==> src/rtl/golden_nonce_queue_pkg.sv <==
// Shared widths, FSM encoding and the nonce correction helper for the golden-nonce queue.
package golden_nonce_queue_pkg;

  localparam int NONCE_W = 32;
  localparam int OVF_W   = 8;
  localparam int GAP_W   = 16;

  typedef logic [NONCE_W-1:0] nonce_t;

  typedef enum logic [1:0] {
    ST_IDLE = 2'd0,
    ST_EMIT = 2'd1,
    ST_GAP  = 2'd2
  } state_e;

  // Undo hashcore pipeline lag; wraps modulo 2^32.
  function automatic nonce_t correctNonce(input nonce_t raw, input nonce_t offset);
    return raw - offset;
  endfunction

endpackage

==> src/rtl/golden_nonce_queue_if.sv <==
// Hashcore-to-jtag_comm signal bundle; master drives the rx side, slave (the queue) drives tx.
interface golden_nonce_queue_if import golden_nonce_queue_pkg::*; #(
  parameter int DEPTH = 8
) ();

  localparam int CNT_W = $clog2(DEPTH) + 1;

  logic             rx_gn_match;
  nonce_t           rx_golden_nonce;
  logic             rx_new_work;
  logic             tx_new_nonce;
  nonce_t           tx_golden_nonce;
  logic [OVF_W-1:0] tx_overflow;
  logic [CNT_W-1:0] tx_count;

  modport master (
    output rx_gn_match, rx_golden_nonce, rx_new_work,
    input  tx_new_nonce, tx_golden_nonce, tx_overflow, tx_count
  );

  modport slave (
    input  rx_gn_match, rx_golden_nonce, rx_new_work,
    output tx_new_nonce, tx_golden_nonce, tx_overflow, tx_count
  );

endinterface

==> src/rtl/golden_nonce_queue_nonce_fifo_ram.sv <==
// DEPTH x 32 distributed-RAM storage: synchronous write, asynchronous read, no reset on contents.
module nonce_fifo_ram import golden_nonce_queue_pkg::*; #(
  parameter int DEPTH = 8
) (
  input  logic                     clk_i,
  input  logic                     we_i,
  input  logic [$clog2(DEPTH)-1:0] waddr_i,
  input  nonce_t                   wdata_i,
  input  logic [$clog2(DEPTH)-1:0] raddr_i,
  output nonce_t                   rdata_o
);

  nonce_t mem_q [DEPTH];

  always_ff @(posedge clk_i) begin
    if (we_i) begin
      mem_q[waddr_i] <= wdata_i;
    end
  end

  assign rdata_o = mem_q[raddr_i];

endmodule

==> src/rtl/golden_nonce_queue.sv <==
// Queues golden-nonce hits and releases them to jtag_comm as single-cycle strobes
// separated by at least GAP_CYCLES idle cycles.
module golden_nonce_queue import golden_nonce_queue_pkg::*; #(
  parameter int     DEPTH        = 8,
  parameter nonce_t NONCE_OFFSET = '0,
  parameter int     GAP_CYCLES   = 16
) (
  input logic                 hash_clk,
  input logic                 reset,
  golden_nonce_queue_if.slave gnq
);

  localparam int AW    = $clog2(DEPTH);
  localparam int CNT_W = AW + 1;

  state_e           state_q, state_d;
  logic [GAP_W-1:0] gap_q, gap_d;
  logic [AW-1:0]    wptr_q, wptr_d;
  logic [AW-1:0]    rptr_q, rptr_d;
  logic [CNT_W-1:0] count_q, count_d;
  logic [OVF_W-1:0] ovf_q, ovf_d;
  nonce_t           held_q, held_d;

  logic   pushReq;
  logic   pushEn;
  logic   popEn;
  logic   full;
  logic   drop;
  nonce_t headNonce;

  assign popEn   = (state_q == ST_EMIT);
  assign full    = (count_q == CNT_W'(DEPTH));
  // A hit coinciding with new work belongs to the old job and is discarded.
  assign pushReq = gnq.rx_gn_match & ~gnq.rx_new_work;
  assign pushEn  = pushReq & (~full | popEn);
  assign drop    = pushReq & full & ~popEn;

  nonce_fifo_ram #(.DEPTH(DEPTH)) u_ram (
    .clk_i   (hash_clk),
    .we_i    (pushEn),
    .waddr_i (wptr_q),
    .wdata_i (correctNonce(gnq.rx_golden_nonce, NONCE_OFFSET)),
    .raddr_i (rptr_q),
    .rdata_o (headNonce)
  );

  always_comb begin
    state_d = state_q;
    gap_d   = gap_q;
    wptr_d  = wptr_q;
    rptr_d  = rptr_q;
    count_d = count_q;
    ovf_d   = ovf_q;
    held_d  = held_q;

    unique case (state_q)
      ST_IDLE: begin
        if (count_q != '0) begin
          state_d = ST_EMIT;
        end
      end
      ST_EMIT: begin
        state_d = ST_GAP;
        gap_d   = GAP_W'(GAP_CYCLES);
      end
      ST_GAP: begin
        gap_d = gap_q - GAP_W'(1);
        if (gap_q == GAP_W'(1)) begin
          state_d = (count_q != '0) ? ST_EMIT : ST_IDLE;
        end
      end
      default: begin
        state_d = ST_IDLE;
      end
    endcase

    if (popEn) begin
      held_d = headNonce;
      rptr_d = rptr_q + AW'(1);
    end
    if (pushEn) begin
      wptr_d = wptr_q + AW'(1);
    end
    count_d = count_q + CNT_W'(pushEn) - CNT_W'(popEn);

    if (drop && (ovf_q != {OVF_W{1'b1}})) begin
      ovf_d = ovf_q + OVF_W'(1);
    end

    // Flush overrides queue bookkeeping; the strobe of a current EMIT still goes out.
    if (gnq.rx_new_work) begin
      wptr_d  = '0;
      rptr_d  = '0;
      count_d = '0;
      state_d = ST_GAP;
      gap_d   = GAP_W'(GAP_CYCLES);
    end
  end

  always_ff @(posedge hash_clk or posedge reset) begin
    if (reset) begin
      state_q <= ST_IDLE;
      gap_q   <= '0;
      wptr_q  <= '0;
      rptr_q  <= '0;
      count_q <= '0;
      ovf_q   <= '0;
      held_q  <= '0;
    end else begin
      state_q <= state_d;
      gap_q   <= gap_d;
      wptr_q  <= wptr_d;
      rptr_q  <= rptr_d;
      count_q <= count_d;
      ovf_q   <= ovf_d;
      held_q  <= held_d;
    end
  end

  assign gnq.tx_new_nonce    = popEn;
  assign gnq.tx_golden_nonce = popEn ? headNonce : held_q;
  assign gnq.tx_overflow     = ovf_q;
  assign gnq.tx_count        = count_q;

endmodule
==> src/flat_wrapper.sv <==
// flat-port wrapper written by rule: the top's interface ports become plain ports
module golden_nonce_queue_flat import golden_nonce_queue_pkg::*;
#(
  parameter int     DEPTH        = 8,
  parameter nonce_t NONCE_OFFSET = '0,
  parameter int     GAP_CYCLES   = 16
)
  (hash_clk, reset, gnq_rx_gn_match, gnq_rx_golden_nonce, gnq_rx_new_work, gnq_tx_new_nonce, gnq_tx_golden_nonce, gnq_tx_overflow, gnq_tx_count);
  golden_nonce_queue_if #(.DEPTH(DEPTH)) gnq_i ();
  input logic hash_clk;
  input logic reset;
  input wire logic [$bits(gnq_i.rx_gn_match)-1:0] gnq_rx_gn_match;
  input wire logic [$bits(gnq_i.rx_golden_nonce)-1:0] gnq_rx_golden_nonce;
  input wire logic [$bits(gnq_i.rx_new_work)-1:0] gnq_rx_new_work;
  output wire logic [$bits(gnq_i.tx_new_nonce)-1:0] gnq_tx_new_nonce;
  output wire logic [$bits(gnq_i.tx_golden_nonce)-1:0] gnq_tx_golden_nonce;
  output wire logic [$bits(gnq_i.tx_overflow)-1:0] gnq_tx_overflow;
  output wire logic [$bits(gnq_i.tx_count)-1:0] gnq_tx_count;
  assign gnq_i.rx_gn_match = gnq_rx_gn_match;
  assign gnq_i.rx_golden_nonce = gnq_rx_golden_nonce;
  assign gnq_i.rx_new_work = gnq_rx_new_work;
  assign gnq_tx_new_nonce = gnq_i.tx_new_nonce;
  assign gnq_tx_golden_nonce = gnq_i.tx_golden_nonce;
  assign gnq_tx_overflow = gnq_i.tx_overflow;
  assign gnq_tx_count = gnq_i.tx_count;
  golden_nonce_queue #(.DEPTH(DEPTH), .NONCE_OFFSET(NONCE_OFFSET), .GAP_CYCLES(GAP_CYCLES)) u_core (.hash_clk(hash_clk), .reset(reset), .gnq(gnq_i));
endmodule
==> config.mk <==
export PLATFORM = sky130hd
export DESIGN_NAME = golden_nonce_queue_flat
export DESIGN_NICKNAME = d
export VERILOG_FILES = /design/src/rtl/golden_nonce_queue_pkg.sv /design/src/rtl/golden_nonce_queue_if.sv /design/src/rtl/golden_nonce_queue_nonce_fifo_ram.sv /design/src/rtl/golden_nonce_queue.sv /design/src/flat_wrapper.sv
export SDC_FILE = /design/constraint.sdc
export NUM_CORES = 1
export LEC_CHECK = 0
export CAP_MARGIN = 20
export CORE_MARGIN = 3
export CORE_UTILIZATION = 63
export CTS_CLUSTER_DIAMETER = 80
export CTS_CLUSTER_SIZE = 30
export DETAILED_ROUTE_END_ITERATION = 16
export PLACE_DENSITY = 0.84
export SYNTH_ARGS = -nofsm -noshare
export SYNTH_HDL_FRONTEND = slang
export SYNTH_SLANG_ARGS = --single-unit
==> constraint.sdc <==
create_clock -name hash_clk -period 6.05 [get_ports hash_clk]
set_clock_uncertainty 0.05 [all_clocks]
set_input_delay 1.21 -clock hash_clk [delete_from_list [all_inputs] [get_ports hash_clk]]
set_output_delay 1.21 -clock hash_clk [all_outputs]
set_load 0.02 [all_outputs]
==> results of run 1 <==
kinds of logic (layout without fill, tap and decap cells):
kind of cell / Yosys count / count (layout) / share of synthesized area, %
adder cells (fa/ha/maj): 12 / 12 / 1.23
XOR/XNOR: 17 / 17 / 1.16
multiplexers: 98 / 98 / 13.9
AND/OR/NAND/NOR: 128 / 128 / 5.18
flip-flops: 324 / 324 / 73.4
buffers and inverters: 47 / 135 / 1.88
AO/OA/AOI/OAI: 68 / 68 / 3.20
how the worst max path moves through the flow:
stage / end / slack [ns] / cells past startpoint
floorplan: u_core.u_ram.mem_q[1][0] / 1.63 / 3
global placement: gnq_tx_golden_nonce[6] / 1.78 / 5
detailed placement: gnq_tx_golden_nonce[6] / 1.74 / 5
CTS: gnq_tx_golden_nonce[6] / 1.17 / 5
global route: gnq_tx_golden_nonce[31] / 1.18 / 4
finish: gnq_tx_golden_nonce[31] / 1.38 / 4
registers in the layout, indices dropped and copies added (netlist names):
register / cells
u_core.rptr_q: 3
u_core.held_q: 32
u_core.state_q: 2
u_core.gnq.tx_overflow: 8
u_core.wptr_q: 3
u_core.gap_q: 16
u_core.u_ram.mem_q: 256
u_core.gnq.tx_count: 4
power by group:
group / total, W / internal, W / switching, W
registers: 0.00276 / 0.00261 / 0.000148
clock network: 0.00115 / 0.000486 / 0.000666
logic: 0.00121 / 0.000552 / 0.000653
total: 0.00512 / 0.00365 / 0.00147
through the flow:
step           std cells  hold WS, ns
5_1_grt             1047        0.476
4_1_cts             1045        0.460
2_1_floorplan        694        0.427
3_3_place_gp        1013        0.424
3_5_place_dp        1019        0.433
6_report            1047        0.453
Yosys cell counts (3+ instances only):
library cell | instances | area share, %
nand4_1 | 6 | 0.29
edfxtp_1 | 256 | 60
a211oi_1 | 3 | 0.18
or3_1 | 4 | 0.20
clkbuf_8 | 3 | 0.32
ha_1 | 11 | 1.1
clkbuf_1 | 11 | 0.32
a21o_1 | 4 | 0.23
nor2_1 | 26 | 0.76
nand2b_1 | 4 | 0.20
nand4b_1 | 3 | 0.21
o211ai_1 | 5 | 0.29
mux4_2 | 64 | 11
nand2_1 | 46 | 1.4
buf_2 | 9 | 0.35
o311ai_0 | 5 | 0.34
xor2_1 | 8 | 0.55
nand3_1 | 11 | 0.43
nor3_1 | 6 | 0.23
dfrtp_1 | 68 | 13
xnor2_1 | 9 | 0.62
and3_1 | 3 | 0.15
a21oi_1 | 10 | 0.39
inv_1 | 10 | 0.29
mux2i_1 | 33 | 2.6
o21ai_0 | 34 | 1.3
buf_1 | 7 | 0.21
layout by cell type, fill, tap and decap left out, types with 8 or more instances in the layout:
cell	count
dfrtp_1	65
o21ai_0	34
nand3_1	11
nand2_1	46
mux2i_1	33
edfxtp_1	256
xor2_1	8
clkdlybuf4s50_1	80
ha_1	11
xnor2_1	9
a21oi_1	10
nor2_1	20
mux4_2	64
clkbuf_16	15
inv_1	9
buf_4	8
routing by layer:
layer | vias up | wire (µm) | track usage (%)
li1 | 2866 | - | -
met1 | 3420 | 9720 | 31.1
met2 | 203 | 13100 | 39.9
met3 | 33 | 1210 | 3.29
met4 | 0 | 471 | 4.99
met5 | - | 0 | 0
area by class of cell:
class / instances / area, µm² / area share (%)
clock inverters: 5 / 50.0 / 0.345
multi-input cells: 323 / 3220 / 22.2
inverters: 13 / 50.0 / 0.345
clock buffers: 21 / 398 / 2.75
well taps: 265 / 332 / 2.29
flip-flops and latches: 324 / 9400 / 64.9
repair buffers: 96 / 1040 / 7.20
critical path: stages, from the launching register on:
cell	delay [ns]
dfrtp_1	0.78
nand2_2	0.56
buf_4	0.43
o21ai_0	0.43
clkdlybuf4s50_1	0.69
==> flow_metrics.env, run 1 <==
export IMPL_p_leak_nw=4.76
export IMPL_crit_start="u_core.state_q[0]"
export IMPL_synth_ff_type="edfxtp_1"
export IMPL_fin_area_mm2=0.0145
export IMPL_rsz0062_at_grt="no"
export IMPL_clock_path_buffers=3
export IMPL_post_cts_setup_buffers=0
export IMPL_vias_per_cell=6.23
export IMPL_io_buffer_count=80
export IMPL_grt_ovfl_total=0
export IMPL_antenna_left=0
export IMPL_gr_usage_all_layers_pct=22.7
export IMPL_cts_tree="yes"
export IMPL_grt_max_degree=69
export IMPL_maxCapViolCount=0
export IMPL_synth_edff_count=256
export IMPL_fp_coreArea_mm2=0.0197
export IMPL_fin_ws_ns=1.38
export IMPL_num_io_pins=81
export IMPL_p_per_area_mw_per_mm2=353
export IMPL_route_detailed_drc=0
export IMPL_rrSetupSlack_ns=2.10
export IMPL_cts_buffers=15
export IMPL_yosys_register_bits=324
export IMPL_critPathRequiredTime_ns=4.79
export IMPL_startpoint_type="register"
export IMPL_rr_startpoint="u_core.state_q[0]"
export IMPL_peakVddDrop_mv=0.298
export IMPL_htree_levels=1
export IMPL_cp_arrival_ns=3.41
export IMPL_rows=51
export IMPL_setup_worst_path_end_class="output pin"
export IMPL_finalCritPeriodShare_pct=77.2
export IMPL_tightest_slew_ns=0.956
export IMPL_relSlewSlack_pct=36.3
export IMPL_antennaDiodeCount=0
export IMPL_die_y_um=148
export IMPL_max_freq_mhz=214
export IMPL_syn_to_final_growth_pct=13.3
export IMPL_crit_fanout=35
export IMPL_postSynthCellCount=694
export IMPL_final_util_pct=73.5
export IMPL_setup_tns_ns=0
export IMPL_dp_slack_ns=1.74
export IMPL_hold_path_startpoint="u_core.held_q[0]"
export IMPL_netlist_area_mm2=0.0128
export IMPL_min_period_ns=4.67
export IMPL_yosys_warnings=0
export IMPL_dp_hpwl_um=14600
export IMPL_postCtsHoldBufs=0
export IMPL_postCtsResizedCells=0
export IMPL_hold_violations=0
export IMPL_clock_sinks=324
export IMPL_async_flop_share_pct=21.0
export IMPL_vias=6522
export IMPL_drive_above_1_share_pct=16.0
export IMPL_grt_first_pass_wirelength_um=38800
export IMPL_hold_end="u_core.held_q[0]"
export IMPL_avgSynthCellArea_um2=18.4
export IMPL_firstDrtPassIters=7
export IMPL_antenna_found_initial=0
export IMPL_gp_congestion=0.782
export IMPL_min_path_cells=2
export IMPL_fill_cells=1124
export IMPL_die_width_um=148
export IMPL_ctsRootBufferMaster="clkbuf_16"
export IMPL_status="finished clean"
export IMPL_reg2reg_to="u_core.u_ram.mem_q[2][10]"
export IMPL_power_w=0.00512
export IMPL_clk_pin_slew_ns=0.11
export IMPL_first_global_vias=7026
export IMPL_hold_path_class="register to register"
export IMPL_maxSlewViolCount=0
export IMPL_ys_types=54
export IMPL_final_nets=821
export IMPL_clk_latency_ns=0.52
export IMPL_dpl_cell_area_mm2=0.0140
export IMPL_detail_route_iter0_violations=538
export IMPL_finalSetupViolations=0
export IMPL_totalWireLength_um=24500
export IMPL_worstSetupPathType="register to output pin"
export IMPL_die_area_mm2=0.0220
export IMPL_syn_nets=742
export IMPL_ys_seq_area_share_pct=73.4
export IMPL_start_util_pct=64.9
export IMPL_wire_per_inst_um=23.4
export IMPL_reg2reg_depth=7
Note: power is estimated with default switching activity, not from simulation.
==> run 2, diff against run 1 <==
- CORE_UTILIZATION: 63 -> 53
- PLACE_DENSITY: 0.84 -> 0.75
- clock period: 6.05 -> 3.9 ns (I/O delays scaled with it)
==> run 2 against run 1 <==
Worst hold slack about the same. Sequential share of layout area decreased by 0.76 points. Global-route usage decreased by 3.2 points. Register-to-register slack got worse by 1.2 ns. Combinational power increased by 57%. Worst setup slack got worse by 1.2 ns. Power increased by 58%. Via count about the same. Die area increased by 18%. Clock power increased by 67%. Final area increased by 1.2%.
==> flow_metrics.env, run 2 (synthesis gave the netlist of run 1 again) <==
export IMPL_grt_ovfl_total=0
export IMPL_first_global_vias=6834
export IMPL_tightest_slew_ns=0.776
export IMPL_layout_common_cells="edfxtp_1, clkdlybuf4s50_1, mux4_2, dfrtp_1, nand2_1"
export IMPL_io_buffer_count=80
export IMPL_p_leak_nw=4.83
export IMPL_vias_per_cell=5.84
export IMPL_cts_buffers=16
export IMPL_max_freq_mhz=268
export IMPL_startpoint_type="register"
export IMPL_status="finished clean"
export IMPL_finalSetupViolations=0
export IMPL_gp_congestion=0.812
export IMPL_wire_per_inst_um=22.4
export IMPL_grt_first_pass_wirelength_um=39500
export IMPL_hold_violations=0
export IMPL_antenna_found_initial=0
export IMPL_drive_above_1_share_pct=17.7
export IMPL_die_width_um=161
export IMPL_ctsRootBufferMaster="clkbuf_16"
export IMPL_detail_route_iter0_violations=591
export IMPL_crit_fanout=14
export IMPL_seqCellArea_mm2=0.00940
export IMPL_clk_pin_slew_ns=0.10
export IMPL_totalWireLength_um=25000
export IMPL_start_util_pct=54.2
export IMPL_cp_arrival_ns=2.90
export IMPL_dpl_cell_area_mm2=0.0141
export IMPL_setup_tns_ns=0
export IMPL_fp_coreArea_mm2=0.0236
export IMPL_setup_worst_path_end_class="output pin"
export IMPL_route_detailed_drc=0
export IMPL_p_per_area_mw_per_mm2=553
export IMPL_dp_hpwl_um=14800
export IMPL_relSlewSlack_pct=48.2
export IMPL_vias=6517
export IMPL_antenna_left=0
export IMPL_multi_input_area_mm2=0.00323
export IMPL_clock_sinks=324
export IMPL_maxSlewViolCount=0
export IMPL_clk_latency_ns=0.51
export IMPL_peakVddDrop_mv=0.446
export IMPL_die_area_mm2=0.0260
export IMPL_worstSetupPathType="register to output pin"
export IMPL_fin_area_mm2=0.0147
export IMPL_firstDrtPassIters=5
export IMPL_final_nets=834
export IMPL_critPathRequiredTime_ns=3.07
export IMPL_num_io_pins=81
export IMPL_top_register="u_core.u_ram.mem_q"
export IMPL_hold_path_class="register to register"
export IMPL_largest_registers="u_core.u_ram.mem_q (256), u_core.held_q (32), u_core.gap_q (16)"
export IMPL_finalCritPeriodShare_pct=95.6
export IMPL_rows=56
export IMPL_largest_reg_flops=256
export IMPL_clock_path_buffers=3
export IMPL_rsz0062_at_grt="no"
export IMPL_gr_usage_all_layers_pct=19.5
export IMPL_grt_max_degree=67
export IMPL_antennaDiodeCount=0
export IMPL_postCtsHoldBufs=0
export IMPL_fill_cells=1630
export IMPL_cts_tree="yes"
export IMPL_syn_to_final_growth_pct=14.6
export IMPL_die_y_um=161
export IMPL_final_util_pct=62.1
export IMPL_layout_commonest_cell="edfxtp_1"
export IMPL_min_period_ns=3.73
export IMPL_maxCapViolCount=0
export IMPL_htree_levels=1
[run 2: power breakdown]
| group | total [W] | internal [W] | switching [W] |
|---|---|---|---|
| registers | 0.00427 | 0.00405 | 0.000222 |
| logic | 0.00190 | 0.000870 | 0.00103 |
| clock network | 0.00192 | 0.000853 | 0.00107 |
[run 2: what timing repair did]
item | in CTS | in global routing
setup buffers | 1 | 0
hold endpoints to repair | 0 | 0
cloned | 0 | 0
endpoints found under the setup margin | 8 | 7
gates resized for setup | 0 | 2
[run 2: path summary, 6_finish.rpt]
kind	from	end	slack [ns]	depth (start not counted)
worst min register to register	u_core.held_q[28]	u_core.held_q[28]	0.45	2
min in group asynchronous	reset	u_core.held_q[6]	0.66	2
worst min-delay path	u_core.held_q[28]	u_core.held_q[28]	0.45	2
worst max-delay path	u_core.rptr_q[0]	gnq_tx_golden_nonce[16]	0.17	5
worst max register to register	u_core.state_q[0]	u_core.u_ram.mem_q[0][26]	0.87	7
max in group asynchronous	reset	u_core.held_q[26]	2.39	3
[run 2: stage by stage]
stage | power, W | setup WS [ns] | cells | hold slack [ns]
6_report | 0.00810 | 0.172 | 1115 | 0.453
5_1_grt | 0.00849 | 0.0224 | 1115 | 0.476
4_1_cts | 0.00818 | 0.0264 | 1115 | 0.460
3_5_place_dp | 0.00624 | 0.426 | 1086 | 0.436
3_3_place_gp | 0.00615 | 0.472 | 1086 | 0.423
2_1_floorplan | 0.00548 | 0.563 | 694 | 0.427
[run 2: layout make-up]
cell class / count / area share [%]
clock buffer: 22 / 3.03
clock inverter: 6 / 0.529
inverter: 13 / 0.342
multi-input combinational: 323 / 22.0
sequential: 324 / 64.1
tap: 319 / 2.72
timing repair buffer: 108 / 7.23
[run 2: per-layer routing]
metal | global-route usage [%] | up-vias | share of wire (%)
li1 | - | 2899 | -
met1 | 27.2 | 3386 | 41
met2 | 33.5 | 203 | 51
met3 | 3.05 | 29 | 6.0
met4 | 3.72 | 0 | 1.8
met5 | 0 | - | 0
[run 2: worst max-delay path, cell delays in order (launching register included)]
cell	delay (ns)
dfrtp_4	0.65
buf_6	0.28
mux4_2	0.53
mux2i_1	0.15
o21ai_0	0.17
clkdlybuf4s50_1	0.61
